`src/rtl/mem_ctrl_pkg.sv`:
```
// Shared types and constants for the byte-serialising memory controller.
package mem_ctrl_pkg;

    typedef enum logic [1:0] {
        IDLE     = 2'd0,
        IC_READ  = 2'd1,
        LS_READ  = 2'd2,
        LS_WRITE = 2'd3
    } state_t;

    localparam logic [1:0] BYTE = 2'b00;
    localparam logic [1:0] HALF = 2'b01;
    localparam logic [1:0] WORD = 2'b10;

    localparam logic [3:0] IC_BYTES = 4'd8;
    localparam logic [1:0] IO_SEL   = 2'b11;

    // Unknown width code 2'b11 is treated as a word access.
    function automatic logic [3:0] ls_bytes(input logic [1:0] width);
        case (width)
            BYTE:    return 4'd1;
            HALF:    return 4'd2;
            default: return 4'd4;
        endcase
    endfunction

endpackage

```
`src/rtl/mem_ctrl.sv`:
```
// Memory controller: serialises icache block reads and load/store requests
// into per-byte accesses on the byte-wide main RAM.
module mem_ctrl #(
    parameter logic [1:0] IO_SEL = mem_ctrl_pkg::IO_SEL
) (
    input  logic        clk,
    input  logic        rst,
    input  logic        rdy,
    input  logic        ic_en,
    input  logic [31:0] ic_addr,
    output logic        ic_valid,
    output logic [63:0] ic_blk,
    input  logic        ls_en,
    input  logic        ls_wr,
    input  logic [31:0] ls_addr,
    input  logic [1:0]  ls_width,
    input  logic [31:0] ls_wdata,
    output logic        ls_valid,
    output logic [31:0] ls_rdata,
    input  logic [7:0]  mem_din,
    output logic [7:0]  mem_dout,
    output logic [31:0] mem_a,
    output logic        mem_wr,
    input  logic        io_buffer_full
);
    import mem_ctrl_pkg::*;

    state_t      state_q, state_d;
    logic [31:0] base_q;
    logic [31:0] wdata_q;
    logic [3:0]  k_q;
    logic [3:0]  n_q;
    logic        restart_q;
    logic        mem_wr_q;

    logic        ls_blocked;
    logic        ls_take;
    logic        can_accept;
    logic        acc_ls;
    logic        acc_ic;
    logic        rd_done;
    logic        wr_done;
    logic [31:0] next_a;
    logic [2:0]  lane;
    logic [1:0]  wsel;

    // A stalled write must never reach the RAM, even for the cycle rdy drops.
    assign mem_wr = mem_wr_q & rdy;

    always_ff @(posedge clk or posedge rst) begin
        if (rst) begin
            state_q <= IDLE;
        end else if (rdy) begin
            state_q <= state_d;
        end
    end

    always_comb begin
        ls_blocked = ls_wr && io_buffer_full && (ls_addr[17:16] == IO_SEL);
        ls_take    = ls_en && !ls_blocked;
        can_accept = (state_q == IDLE) && !ic_valid && !ls_valid;
        acc_ls     = can_accept && ls_take;
        acc_ic     = can_accept && !ls_take && ic_en;
        rd_done    = !restart_q && (k_q == n_q);
        wr_done    = (k_q == n_q - 4'd1);
        next_a     = base_q + {28'd0, k_q} + 32'd1;
        lane       = 3'(k_q - 4'd1);
        wsel       = 2'(k_q + 4'd1);
        state_d    = state_q;
        case (state_q)
            IDLE: begin
                if (acc_ls) begin
                    state_d = ls_wr ? LS_WRITE : LS_READ;
                end else if (acc_ic) begin
                    state_d = IC_READ;
                end
            end
            IC_READ, LS_READ: begin
                if (rd_done) begin
                    state_d = IDLE;
                end
            end
            LS_WRITE: begin
                if (wr_done) begin
                    state_d = IDLE;
                end
            end
            default: state_d = IDLE;
        endcase
    end

    // k_q is the byte index currently on mem_a; read data lags it by two edges.
    always_ff @(posedge clk or posedge rst) begin
        if (rst) begin
            base_q    <= '0;
            wdata_q   <= '0;
            k_q       <= '0;
            n_q       <= '0;
            restart_q <= 1'b0;
            mem_wr_q  <= 1'b0;
            mem_a     <= '0;
            mem_dout  <= '0;
            ic_valid  <= 1'b0;
            ls_valid  <= 1'b0;
            ic_blk    <= '0;
            ls_rdata  <= '0;
        end else if (!rdy) begin
            // RAM keeps answering while we are frozen, so reads refetch.
            if (state_q == IC_READ || state_q == LS_READ) begin
                restart_q <= 1'b1;
            end
        end else begin
            ic_valid  <= 1'b0;
            ls_valid  <= 1'b0;
            restart_q <= 1'b0;
            case (state_q)
                IDLE: begin
                    k_q <= '0;
                    if (acc_ls) begin
                        base_q   <= ls_addr;
                        wdata_q  <= ls_wdata;
                        n_q      <= ls_bytes(ls_width);
                        mem_a    <= ls_addr;
                        mem_dout <= ls_wr ? ls_wdata[7:0] : 8'd0;
                        mem_wr_q <= ls_wr;
                    end else if (acc_ic) begin
                        base_q   <= ic_addr;
                        n_q      <= IC_BYTES;
                        mem_a    <= ic_addr;
                        mem_dout <= '0;
                        mem_wr_q <= 1'b0;
                    end else begin
                        mem_a    <= '0;
                        mem_dout <= '0;
                        mem_wr_q <= 1'b0;
                    end
                end
                IC_READ, LS_READ: begin
                    if (restart_q) begin
                        k_q   <= '0;
                        mem_a <= base_q;
                    end else begin
                        if (k_q != 4'd0) begin
                            if (state_q == IC_READ) begin
                                ic_blk[{lane, 3'b000} +: 8] <= mem_din;
                            end else if (k_q == 4'd1) begin
                                ls_rdata <= {24'd0, mem_din};
                            end else begin
                                ls_rdata[{lane[1:0], 3'b000} +: 8] <= mem_din;
                            end
                        end
                        if (k_q == n_q) begin
                            if (state_q == IC_READ) begin
                                ic_valid <= 1'b1;
                            end else begin
                                ls_valid <= 1'b1;
                            end
                        end else begin
                            k_q <= k_q + 4'd1;
                            if (k_q + 4'd1 < n_q) begin
                                mem_a <= next_a;
                            end
                        end
                    end
                end
                LS_WRITE: begin
                    if (wr_done) begin
                        mem_wr_q <= 1'b0;
                        ls_valid <= 1'b1;
                    end else begin
                        k_q      <= k_q + 4'd1;
                        mem_a    <= next_a;
                        mem_dout <= wdata_q[{wsel, 3'b000} +: 8];
                    end
                end
                default: ;
            endcase
        end
    end

endmodule

```
`config.mk`:
```
export PLATFORM = sky130hd
export DESIGN_NAME = mem_ctrl
export DESIGN_NICKNAME = d
export VERILOG_FILES = /design/src/rtl/mem_ctrl_pkg.sv /design/src/rtl/mem_ctrl.sv
export SDC_FILE = /design/constraint.sdc
export NUM_CORES = 1
export LEC_CHECK = 0
export ABC_CLOCK_PERIOD_IN_PS = 14130
export CAP_MARGIN = 10
export CORE_ASPECT_RATIO = 1.25
export CORE_MARGIN = 10
export CORE_UTILIZATION = 50
export DETAILED_ROUTE_END_ITERATION = 12
export PLACE_DENSITY = 0.9
export SLEW_MARGIN = 15
export SYNTH_ARGS = -nofsm -noshare
export SYNTH_HDL_FRONTEND = slang
export SYNTH_SLANG_ARGS = --single-unit
```
`constraint.sdc`:
```
create_clock -name clk -period 14.13 [get_ports clk]
set_input_delay 1.413 -clock clk [delete_from_list [all_inputs] [get_ports clk]]
set_output_delay 1.413 -clock clk [all_outputs]
set_load 0.05 [all_outputs]
```
==> flow_summary.html <==
<table>
<tr><th>Metric</th><th>Value</th></tr>
<tr><th colspan="2">Clock network</th></tr>
<tr><td>CTS tree</td><td>built</td></tr>
<tr><td>Root cell of the clock tree</td><td>sky130_fd_sc_hd__clkbuf_16</td></tr>
<tr><td>Post-CTS setup buffer count</td><td>0</td></tr>
<tr><td>Number of cells upsized or downsized after cts</td><td>0</td></tr>
<tr><td>Latest clock arrival within the worst-skew pair</td><td>520 ps</td></tr>
<tr><td>Maximum clock insertion buffer count</td><td>3</td></tr>
<tr><td>Num CTS Buffers</td><td>23</td></tr>
<tr><td>Total clock sinks</td><td>~210</td></tr>
<tr><td>Clock transition at the registers of the reported paths</td><td>~60 ps</td></tr>
<tr><td>Number of hold-repair buffers added at the cts stage</td><td>0</td></tr>
<tr><td>Count of H-tree levels built during CTS</td><td>1</td></tr>
<tr><th colspan="2">Setup path</th></tr>
<tr><td>Sort of element at the start of the critical path</td><td>primary input</td></tr>
<tr><td>Critical Path Max Stage Delay</td><td>820 ps</td></tr>
<tr><td>Series of cell instances along the critical path</td><td>clkdlybuf4s50_1 &gt; and2_1 &gt; clkdlybuf4s50_1</td></tr>
<tr><td>Arrival time at the worst endpoint</td><td>about 3300 ps</td></tr>
<tr><td>Maximum fanout along the worst path</td><td>14</td></tr>
<tr><td>Flop2flop setup slack</td><td>9990 ps</td></tr>
<tr><td>Data required time at the worst endpoint</td><td>12720 ps</td></tr>
<tr><td>Critical setup path kind</td><td>in -&gt; out</td></tr>
<tr><td>R2R depth</td><td>9</td></tr>
<tr><td>Kind of end point of the critical path</td><td>output port</td></tr>
<tr><td>Crit path top cell by count</td><td>sky130_fd_sc_hd__clkdlybuf4s50_1</td></tr>
<tr><td>Cell with the largest stage delay on the worst path</td><td>sky130_fd_sc_hd__clkdlybuf4s50_1</td></tr>
<tr><td>Reg2Reg Launch Point</td><td>k_q[0]</td></tr>
<tr><td>Startpoint of the worst setup timing path</td><td>rdy</td></tr>
<tr><th colspan="2">STA</th></tr>
<tr><td>Worst slew margin relative to its limit</td><td>20.6%</td></tr>
<tr><td>Number of endpoints with negative hold slack in the final report</td><td>0</td></tr>
<tr><td>Achievable clock frequency</td><td>214 MHz</td></tr>
<tr><td>Setup total negative slack</td><td>0 ps</td></tr>
<tr><td>Worst-margin pin slew</td><td>1190 ps</td></tr>
<tr><td>Final Slew Violations</td><td>0</td></tr>
<tr><td>RSZ-0062 raised after global routing</td><td>no</td></tr>
<tr><td>Finish-stage setup viols</td><td>0</td></tr>
<tr><td>Worst setup skew after layout</td><td>17.7 ps</td></tr>
<tr><td>Min Clock Period, post-route</td><td>approximately 4700 ps</td></tr>
<tr><td>Final period util</td><td>approximately a third</td></tr>
<tr><th colspan="2">Logic synthesis</th></tr>
<tr><td>Number of flip-flops and latches in the synthesized netlist</td><td>between 200 and 250</td></tr>
<tr><td>Number of flops mapped to enable cells by yosys</td><td>0</td></tr>
<tr><td>Mean Syn Cell Area</td><td>9.44 µm²</td></tr>
<tr><td>Cell variety after synth</td><td>80</td></tr>
<tr><td>Area of the mapped netlist</td><td>about 11000 µm²</td></tr>
<tr><td>Post-synth ARST share</td><td>100%</td></tr>
<tr><td>Fraction of the yosys area taken by sequential cells</td><td>47.8%</td></tr>
<tr><td>Syn Nets</td><td>1323</td></tr>
<tr><td>Synthesized instance count</td><td>~1200</td></tr>
<tr><td>Main flop type after synthesis</td><td>sky130_fd_sc_hd__dfrtp_1</td></tr>
<tr><td>Warning count from the yosys run</td><td>0</td></tr>
<tr><th colspan="2">GRT</th></tr>
<tr><td>Met3 global-route usage</td><td>5.71%</td></tr>
<tr><td>Most used routing layer in global routing</td><td>met2</td></tr>
<tr><td>Global routing usage on met1</td><td>between 20% and 30%</td></tr>
<tr><td>Aggregate global-route resource usage</td><td>23.8%</td></tr>
<tr><td>Global route overflow</td><td>0</td></tr>
<tr><td>Largest net degree at the start of global routing</td><td>132</td></tr>
<tr><td>Number of antenna violations at the first check in global routing</td><td>2</td></tr>
<tr><td>Global-route wire length before repair</td><td>57.1 mm</td></tr>
<tr><td>Via count of the first global-routing pass</td><td>10400</td></tr>
<tr><td>Met2 usage</td><td>42.4%</td></tr>
<tr><th colspan="2">Floorplan</th></tr>
<tr><td>Die Area</td><td>28800 µm²</td></tr>
<tr><td>Die Height</td><td>187 µm</td></tr>
<tr><td>Effective utilization at floorplan</td><td>50.6%</td></tr>
<tr><td>FP Rows</td><td>61</td></tr>
<tr><td>Die width</td><td>154 µm</td></tr>
<tr><td>I/O pins</td><td>approximately 250</td></tr>
<tr><td>Core region area</td><td>22100 µm²</td></tr>
<tr><th colspan="2">Power and ir drop</th></tr>
<tr><td>Cell area power density</td><td>220 nW/µm²</td></tr>
<tr><td>IR Drop Worst-Case VDD</td><td>0.161 mV</td></tr>
<tr><td>Overall power</td><td>3.23 mW</td></tr>
<tr><td>Cell leakage power</td><td>6.47 nW</td></tr>
<tr><th colspan="2">Min path</th></tr>
<tr><td>Worst min-delay path category</td><td>reg -&gt; reg</td></tr>
<tr><td>Number of cells on the worst hold path</td><td>2</td></tr>
<tr><td>Startpoint of the most critical hold path</td><td>wdata_q[22]</td></tr>
<tr><th colspan="2">Final layout</th></tr>
<tr><td>Post-synthesis to final-layout area growth</td><td>31.0%</td></tr>
<tr><td>Number of nets in the layout</td><td>between 1500 and 2000</td></tr>
<tr><td>Fraction of layout instances using a drive strength above 1</td><td>10.9%</td></tr>
<tr><td>Number of inserted filler cells in the final layout</td><td>1652</td></tr>
<tr><td>Most frequent cells in the layout</td><td>sky130_fd_sc_hd__nand2_1 (271), sky130_fd_sc_hd__clkdlybuf4s50_1 (251), sky130_fd_sc_hd__dfrtp_1 (214), sky130_fd_sc_hd__nor2_1 (78), sky130_fd_sc_hd__mux2_2 (70)</td></tr>
<tr><td>Most common cell after layout, fill and taps aside</td><td>sky130_fd_sc_hd__nand2_1</td></tr>
<tr><th colspan="2">Placed design</th></tr>
<tr><td>HPWL after detailed placement</td><td>25.6 mm</td></tr>
<tr><td># port buffers</td><td>between 200 and 300</td></tr>
<tr><td>Placer Congestion</td><td>0.956</td></tr>
<tr><th colspan="2">Drt</th></tr>
<tr><td>Number of design-rule violations left by the first detailed-router iteration</td><td>approximately 950</td></tr>
<tr><td>Remaining number of nets flagged by the antenna check after routing</td><td>0</td></tr>
<tr><td>Post-detailed-routing wire length</td><td>36.0 mm</td></tr>
<tr><td>Vias per cell</td><td>between 6 and 7</td></tr>
<tr><td>WL/cell</td><td>21.2 µm</td></tr>
<tr><td>Overall via count from detail_route</td><td>approximately 10000</td></tr>
<tr><td>Pre-antenna DRT Iters</td><td>5</td></tr>
<tr><td>DRC errors left</td><td>0</td></tr>
<tr><th colspan="2">Job</th></tr>
<tr><td>Max-capacitance violation count</td><td>0</td></tr>
<tr><th colspan="2">Outcome</th></tr>
<tr><td>Run status</td><td>finished, final reports clean</td></tr>
</table>
[flip-flops by register name, indices dropped and copies added (netlist names)]
signal / flops
n_q: 4
ls_rdata: 32
mem_a: 32
mem_dout: 8
ic_valid: 1
mem_wr_q: 1
base_q: 32
k_q: 4
wdata_q: 32
state_q: 2
restart_q: 1
ls_valid: 1
ic_blk: 64
[final cells by class]
type / count / area (µm²) / area share (%)
clock inverter: 11 / 190 / 1.30
antenna: 1 / 2.50 / 0.0171
multi-input combinational: 873 / 5430 / 37.0
sequential: 214 / 5360 / 36.5
tap: 283 / 354 / 2.41
clock buffer: 31 / 676 / 4.60
timing repair buffer: 259 / 2570 / 17.5
inverter: 22 / 90.1 / 0.614
[through the flow]
stage / instance area [µm²] / hold slack, ps / instances / util, % / setup slack, ps
after global routing: 14700 / 498 / 1693 / 66.3 / 9400
after global placement: 13800 / 452 / 1651 / 62.4 / 9480
after floorplan: 11200 / 440 / 1186 / - / 6870
after detailed placement: 13800 / 461 / 1651 / 62.4 / 9480
final: 14700 / 476 / 1694 / 66.3 / 9460
after CTS: 14700 / 476 / 1693 / 66.3 / 9480
[logic make-up (layout without fill, tap and decap cells)]
| family | Yosys count | in the layout | share of synthesized area, % |
|---|---|---|---|
| AO/OA/AOI/OAI | 240 | 240 | 14.3 |
| XOR/XNOR | 12 | 12 | 1.06 |
| adder cells (fa/ha/maj) | 24 | 24 | 2.75 |
| buffers and inverters | 99 | 323 | 3.78 |
| flip-flops | 214 | 214 | 47.8 |
| multiplexers | 87 | 87 | 9.45 |
| other | 0 | 1 | 0 |
| AND/OR/NAND/NOR | 510 | 510 | 20.9 |
[worst max-delay path, delay by kind of cell]
family	cells	cell delay, ps
buffers and inverters	2	1600
and+or+nand+nor	1	240
[worst paths after layout]
path | endpoint
min in group asynchronous | mem_a[2]
max in group asynchronous | wdata_q[11]
setup / recovery | mem_wr
setup reg to reg | mem_a[18]
hold / removal | wdata_q[22]
hold reg to reg | wdata_q[22]
[metal layers]
metal,wire length [µm],part of all wire (%),vias to the layer above
li1,-,-,4596
met1,13200,37,4970
met2,18400,51,555
met3,3220,9.0,96
met4,1190,3.3,2
met5,13,0.036,-
[cell usage after synthesis (7+ instances only)]
cell | n | area, µm²
sky130_fd_sc_hd__dfrtp_1 | 214 | 5360
sky130_fd_sc_hd__xnor2_1 | 7 | 61.3
sky130_fd_sc_hd__nand4_1 | 8 | 50.1
sky130_fd_sc_hd__and3_1 | 18 | 113
sky130_fd_sc_hd__mux4_2 | 8 | 180
sky130_fd_sc_hd__mux2i_1 | 9 | 90.1
sky130_fd_sc_hd__nor2_1 | 81 | 304
sky130_fd_sc_hd__a31oi_1 | 44 | 275
sky130_fd_sc_hd__and2_1 | 32 | 200
sky130_fd_sc_hd__o21ai_0 | 58 | 290
sky130_fd_sc_hd__a22o_1 | 11 | 96.3
sky130_fd_sc_hd__nand2_1 | 271 | 1020
sky130_fd_sc_hd__a21oi_1 | 36 | 180
sky130_fd_sc_hd__nor3_1 | 7 | 35.0
sky130_fd_sc_hd__inv_1 | 22 | 82.6
sky130_fd_sc_hd__clkbuf_1 | 41 | 154
sky130_fd_sc_hd__nor2b_1 | 10 | 62.6
sky130_fd_sc_hd__a41oi_1 | 8 | 70.1
sky130_fd_sc_hd__nand3_1 | 46 | 230
sky130_fd_sc_hd__mux2_2 | 70 | 788
sky130_fd_sc_hd__ha_1 | 23 | 288
sky130_fd_sc_hd__buf_2 | 25 | 125
sky130_fd_sc_hd__o31ai_1 | 15 | 113
sky130_fd_sc_hd__a221oi_1 | 17 | 149
[report_power, final]
| group | leakage (nW) | switching [mW] | internal, mW |
|---|---|---|---|
| Clock | 0.426 | 0.253 | 0.427 |
| Combinational | 3.28 | 1.03 | 0.555 |
| Sequential | 2.76 | 0.169 | 0.798 |
Power figures use the tool's default switching activity.
